<file path="src/rtl/noekeon_stream_if.sv">
// 32-bit valid/ready streaming wrapper around a combinational Noekeon core:
// assembles key/data blocks, waits a fixed settle time, then streams the result.
module noekeon_stream_if #(
  parameter int unsigned BLOCK_SIZE    = 128,
  parameter int unsigned KEY_SIZE      = 128,
  parameter int unsigned SETTLE_CYCLES = 4
) (
  input  logic                  clk,
  input  logic                  rst,
  input  logic                  in_valid,
  output logic                  in_ready,
  input  logic [31:0]           in_data,
  input  logic                  in_key,
  input  logic                  in_mode,
  output logic                  core_mode,
  output logic [BLOCK_SIZE-1:0] core_plaintext,
  output logic [KEY_SIZE-1:0]   core_key,
  input  logic [BLOCK_SIZE-1:0] core_ciphertext,
  output logic                  out_valid,
  input  logic                  out_ready,
  output logic [31:0]           out_data,
  output logic                  out_last,
  output logic                  busy
);

  localparam int unsigned WORD_W = 32;
  localparam int unsigned IDX_W  = 2;
  localparam int unsigned CNT_W  = $clog2(SETTLE_CYCLES + 1);

  typedef enum logic [1:0] {
    S_LOAD   = 2'd0,
    S_SETTLE = 2'd1,
    S_OUT    = 2'd2
  } state_e;

  state_e                  state_q;
  logic [IDX_W-1:0]        key_idx_q;
  logic [IDX_W-1:0]        data_idx_q;
  logic [IDX_W-1:0]        out_idx_q;
  logic [IDX_W-1:0]        out_idx_d;
  logic [CNT_W-1:0]        settle_q;
  logic [BLOCK_SIZE-1:0]   data_q;
  logic [KEY_SIZE-1:0]     key_q;
  logic [BLOCK_SIZE-1:0]   out_q;
  logic                    mode_q;
  logic                    in_ready_q;
  logic                    out_valid_q;
  logic                    out_last_q;
  logic [WORD_W-1:0]       out_data_q;
  logic                    busy_q;

  // Word n occupies the n-th 32-bit slice counted from the MSB end.
  function automatic logic [WORD_W-1:0] blk_word(input logic [BLOCK_SIZE-1:0] blk,
                                                 input logic [IDX_W-1:0]      idx);
    logic [WORD_W-1:0] w;
    w = '0;
    for (int n = 0; n < 4; n++) begin
      if (idx == IDX_W'(n)) w = blk[BLOCK_SIZE-1-WORD_W*n -: WORD_W];
    end
    return w;
  endfunction

  assign out_idx_d = out_idx_q + IDX_W'(1);

  always_ff @(posedge clk or posedge rst) begin
    if (rst) begin
      state_q     <= S_LOAD;
      key_idx_q   <= '0;
      data_idx_q  <= '0;
      out_idx_q   <= '0;
      settle_q    <= '0;
      data_q      <= '0;
      key_q       <= '0;
      out_q       <= '0;
      mode_q      <= 1'b0;
      in_ready_q  <= 1'b1;
      out_valid_q <= 1'b0;
      out_last_q  <= 1'b0;
      out_data_q  <= '0;
      busy_q      <= 1'b0;
    end else begin
      case (state_q)
        S_LOAD: begin
          if (in_valid && in_ready_q) begin
            if (in_key) begin
              for (int n = 0; n < 4; n++) begin
                if (key_idx_q == IDX_W'(n)) key_q[KEY_SIZE-1-WORD_W*n -: WORD_W] <= in_data;
              end
              key_idx_q <= key_idx_q + IDX_W'(1);
            end else begin
              for (int n = 0; n < 4; n++) begin
                if (data_idx_q == IDX_W'(n)) data_q[BLOCK_SIZE-1-WORD_W*n -: WORD_W] <= in_data;
              end
              if (data_idx_q == IDX_W'(0)) mode_q <= in_mode;
              if (data_idx_q == IDX_W'(3)) begin
                data_idx_q <= '0;
                settle_q   <= '0;
                state_q    <= S_SETTLE;
                in_ready_q <= 1'b0;
                busy_q     <= 1'b1;
              end else begin
                data_idx_q <= data_idx_q + IDX_W'(1);
              end
            end
          end
        end
        S_SETTLE: begin
          // Core inputs are frozen here; sample its result on the last settle cycle.
          if (settle_q == CNT_W'(SETTLE_CYCLES - 1)) begin
            out_q       <= core_ciphertext;
            out_idx_q   <= '0;
            out_data_q  <= blk_word(core_ciphertext, IDX_W'(0));
            out_last_q  <= 1'b0;
            out_valid_q <= 1'b1;
            state_q     <= S_OUT;
          end else begin
            settle_q <= settle_q + CNT_W'(1);
          end
        end
        S_OUT: begin
          if (out_ready && out_valid_q) begin
            if (out_idx_q == IDX_W'(3)) begin
              out_idx_q   <= '0;
              out_valid_q <= 1'b0;
              out_last_q  <= 1'b0;
              in_ready_q  <= 1'b1;
              busy_q      <= 1'b0;
              state_q     <= S_LOAD;
            end else begin
              out_idx_q  <= out_idx_d;
              out_data_q <= blk_word(out_q, out_idx_d);
              out_last_q <= (out_idx_d == IDX_W'(3));
            end
          end
        end
        default: begin
          state_q     <= S_LOAD;
          in_ready_q  <= 1'b1;
          out_valid_q <= 1'b0;
          busy_q      <= 1'b0;
        end
      endcase
    end
  end

  assign in_ready       = in_ready_q;
  assign out_valid      = out_valid_q;
  assign out_last       = out_last_q;
  assign out_data       = out_data_q;
  assign busy           = busy_q;
  assign core_mode      = mode_q;
  assign core_plaintext = data_q;
  assign core_key       = key_q;

endmodule
</file>
<file path="config.mk">
export PLATFORM = sky130hd
export DESIGN_NAME = noekeon_stream_if
export DESIGN_NICKNAME = d
export VERILOG_FILES = /design/src/rtl/noekeon_stream_if.sv
export SDC_FILE = /design/constraint.sdc
export NUM_CORES = 1
export LEC_CHECK = 0
export CAP_MARGIN = 10
export CELL_PAD_IN_SITES_DETAIL_PLACEMENT = 0
export CELL_PAD_IN_SITES_GLOBAL_PLACEMENT = 2
export CORE_ASPECT_RATIO = 1.4
export CORE_MARGIN = 4
export CORE_UTILIZATION = 30
export CTS_CLUSTER_SIZE = 14
export DETAILED_ROUTE_END_ITERATION = 12
export GPL_TIMING_DRIVEN = 1
export PLACE_DENSITY = 0.73
export SETUP_SLACK_MARGIN = 0.3
export SYNTH_ARGS = -nofsm -noshare
export SYNTH_HDL_FRONTEND = slang
export SYNTH_SLANG_ARGS = --single-unit
</file>
<file path="constraint.sdc">
create_clock -name clk -period 13.7 [get_ports clk]
set_clock_uncertainty 0.2 [all_clocks]
set_input_delay 2.74 -clock clk [delete_from_list [all_inputs] [get_ports clk]]
set_output_delay 2.74 -clock clk [all_outputs]
set_load 0.1 [all_outputs]
</file>
---- Word-level counts from Yosys, hierarchy flattened ----
Cells that the tools add are included.
operators by class
  bitwise logic cells ..................... 3
  reduce and logical (&&, ||, !) cells .... 25
  add/sub/neg operators ................... 4
  equal/unequal tests ..................... 21
  multiplexer cells ....................... 43
operators with widths
  cell                                            number
  two-way mux 32 bit                              7
  case mux 32 bit (2 select lines)                1
  AND reduction 4 bit                             10
  two-way mux 2 bit                               10
  == test 2 bit (second input constant)           8
  inequality test 2 bit (second input constant)   8
  two-way mux 1 bit                               14
  two-way mux 3 bit                               4
  AND reduction 6 bit                             2
  case mux 1 bit (3 select lines)                 3
  AND reduction 3 bit                             3
  == test 2 x 1 -> 1 bit (second input constant)  4
  zero test 2 bit                                 4
  adder 2 x 1 -> 2 bit (second input constant)    3
  case mux 2 bit (3 select lines)                 1
  case mux 3 bit (2 select lines)                 1
  AND reduction 5 bit                             1
  case mux 2 bit (2 select lines)                 1
  nonzero test 2 bit                              2
  adder 3 x 1 -> 3 bit (second input constant)    1
  == test 3 x 2 -> 1 bit (second input constant)  1
  NOT 1 bit                                       3
  logical AND 1 bit                               2
  case mux 1 bit (2 select lines)                 1
  AND reduction 2 bit                             1
word-level totals
  input bits .............................. 166
  output and inout port bits .............. 293
  register bits ........................... 432
  logic and storage cells ................. 116

---- Depth between registers and ports, before layout ----
  depth after elaboration ................. 9
  mapped depth ............................ 9
  depth with buffers taken out ............ 6

---- Least setup slack after synthesis ----
OpenSTA, ideal clock, no wires.
  path type ............................... input-to-reg
  start point ............................. input port in_valid
  end point ............................... register data_q[10] (netlist: core_plaintext[10])
  arrival time ............................ 4046 ps
  setup time .............................. 125 ps
  path buffers ............................ 1
  required time ........................... 13375 ps
  stages .................................. 5
  path slack .............................. 9328 ps
  cell sequence ........................... nand2_1 > or4_4 > nor2_4 > buf_6 > mux2_2
on the way
  longest elaborated chain between the ends .. 2
RTL lines
  item                                  line  source
  start: declaration                    10    input logic in_valid,
  logical AND 1 bit                     84    if (in_valid && in_ready_q) begin
  AND reduction 4 bit (no source line)  n/a
  end signal: indexed assignment        92    if (data_idx_q == IDX_W'(n)) data_q[BLOCK_SIZE-1-WORD_W*n -: WORD_W] <= in_data;
  end: declaration                      42    logic [BLOCK_SIZE-1:0] data_q;
No other way between the ends.
A chain may end at the register's enable or synchronous reset.

==> flow_metrics.tcl <==
set metrics [dict create \
    worstPathArrival_ns 5.86 \
    ant_nets 0 \
    cts_tree "done" \
    drt-initial-drc-count 477 \
    io_pins 459 \
    status "finished, final reports clean" \
    initial_core_util 0.304 \
    syn_area_per_cell_sq_um 15.3 \
    dr.pass1.iters 4 \
    chipWidth_um 211 \
    areaGrowthSynthToFinish_pct 40.0 \
    final_common_cell "clkdlybuf4s50_1" \
    rows 103 \
    cp-start-kind "input port" \
    globalRouteTotalUtil 0.173 \
    worstPathRequired_ns 14.04 \
    grt_setup_unrepaired "false" \
    area.sequential_sq_mm 0.0108 \
    cts_hold_buf 0 \
    ctsRootBufferMaster "clkbuf_16" \
    final_area_sq_mm 0.0241 \
    wl_mm 53.7 \
    num_vias 11302 \
    clk_latency_ns 0.56 \
    slew_headroom 0.268 \
    dieHeight_um 292 \
    stdcell_count 2353 \
    vias_per_cell 4.80 \
    grt_pass1_vias 12644 \
    core_sq_mm 0.0566 \
    grt_max_degree 160 \
    ys_ff_latch 432 \
    place_ws_ns 7.50 \
    synth_simple_gate_area_frac 0.0195 \
    final_max_slew_viol_count 0 \
    syn_area_sq_mm 0.0172 \
    cts_resized 0 \
    path_max_fanout 159 \
    synth-edff-count 0 \
    yosys-top-cells-area "dfrtp_1, mux2_2, a221oi_1" \
    drive_above_1_share 0.304 \
    synth_top_family_by_area "multiplexers" \
    muxShareOfSynthArea 0.252 \
    htreeDepth 2 \
    gp_congestion 0.736 \
    dieArea_sq_mm 0.0614 \
    nNetsFinal 1765 \
    worstHoldPathType "register to register" \
    ys_types 35 \
    layout_common_cells "clkdlybuf4s50_1, dfrtp_1, mux2_2" \
    routedWlPerCell_um 22.8 \
    crit_end "out_q[5]" \
    placedCellCount 2269 \
    antenna_found_initial 1 \
    multi_input_area_sq_mm 0.00607 \
    post_cts_buffers 0 \
    fin_crit_ns 5.53 \
    synth_cells 1129 \
    hold_viol 0 \
    yosysTopAreaCellShare 0.626 \
    ys_seq_area_frac 0.628 \
    synthXorXnorAreaFrac 0.000508 \
    overflow 0 \
    portBuffers 458 \
    r2r_start "settle_q[0]" \
    synth_fp_nets 1311 \
    setup_viol 0 \
    synthArstFlopShare 1.00 \
    grt_first_pass_wirelength_mm 82.4 \
    max-cap-violations 0 \
    regToRegSetupSlack_ns 10.41 \
    tightest_slew_ns 1.09 \
    yosysTopAreaCell "dfrtp_1" \
    synthAdderAreaFrac 0.0116 \
    drc 0 \
    crit_path_end_kind "async pin" \
    period_share 0.403 \
    critPathKind "input port to async pin" \
    cts.sinks 432 \
    final.setup.tns_ns 0 \
    r2r-end "out_q[81]" \
    finalWorstSetupSlack_ns 8.17 \
    n_fill_cell 5294 \
    clkTransAtPathRegs_ns 0.05 \
    crit_start "rst" \
    numCtsBuffers 47 \
    yosysWarningCount 0 \
    dp_hpwl_mm 36.2 \
    postPlaceCellArea_sq_mm 0.0226 \
    reg2regPathDepth 6 \
    fmax_mhz 181 \
    cts_max_path_buffers 3 \
    synth_compound_area_frac 0.0674 \
    synth_top_flop_cell "dfrtp_1" \
]
-- registers in the layout (all words and copies together) (netlist names) --
signal / cells
core_key: 128
core_plaintext: 128
out_q: 128
out_data: 32
settle_q: 3
data_idx_q: 2
key_idx_q: 2
out_idx_q: 2
state_q: 2
busy: 1
core_mode: 1
in_ready: 1
out_last: 1
out_valid: 1
-- worst max-delay path: stages --
cell and delay (ns):
clkdlybuf4s50_1 0.44, clkinvlp_4 0.08, buf_4 0.75, buf_12 0.57, buf_4 0.90
-- synthesized netlist by cell type (2+ instances only) --
cell type,n
ha_1,16
nand2_1,46
nand3b_1,2
nor2b_1,3
o221ai_1,31
o211ai_1,31
o22ai_1,2
o21ai_0,8
buf_1,6
a21oi_1,3
mux2_2,381
buf_6,4
nor2_1,5
or3_1,2
mux2_1,4
clkbuf_1,33
dfrtp_1,431
nand2b_1,2
inv_1,11
o21a_1,33
buf_2,28
a221oi_1,32
a22o_1,3
-- area by class of cell --
| cell class | instances | share of cell area |
|---|---|---|
| Timing Repair Buffer | 476 | 0.196 |
| Clock inverter | 12 | 0.00410 |
| Inverter | 11 | 0.00187 |
| Clock buffer | 71 | 0.0597 |
| Tap cell | 735 | 0.0381 |
| Sequential cell | 432 | 0.448 |
| Multi-Input combinational cell | 615 | 0.252 |
| Antenna cell | 1 | 0.000104 |
-- per-stage QoR --
stage / hold WS [ns] / util
floorplan: 0.246 / -
global placement: 0.258 / 0.399
detailed placement: 0.276 / 0.399
CTS: 0.284 / 0.426
global route: 0.314 / 0.426
finish: 0.286 / 0.426
-- cells by family after synthesis --
group	count (synthesis)
mux	385
compound gates	146
simple gates	67
flops	432
xor+xnor	1
fa+ha+maj	16
buf+inv	82
-- worst min-delay path by stage --
stage / start / endpoint / cells past startpoint
2_1_floorplan: settle_q[0] / settle_q[0] / 1
3_3_place_gp: settle_q[0] / settle_q[0] / 1
3_5_place_dp: settle_q[0] / settle_q[0] / 1
4_1_cts: settle_q[0] / settle_q[0] / 1
5_1_grt: out_data[5] / out_data[5] / 1
6_report: core_plaintext[1] / core_plaintext[1] / 1
-- routing by layer --
metal  GRT usage  routed length, um
met1       0.198              20400
met3      0.0609               4490
met2       0.307              27500
met4      0.0456               1290
met5           0                  0
Power is left out: the tool's default activity adds up to more than one toggle a clock period on the data nets, which glitch-free logic cannot reach.
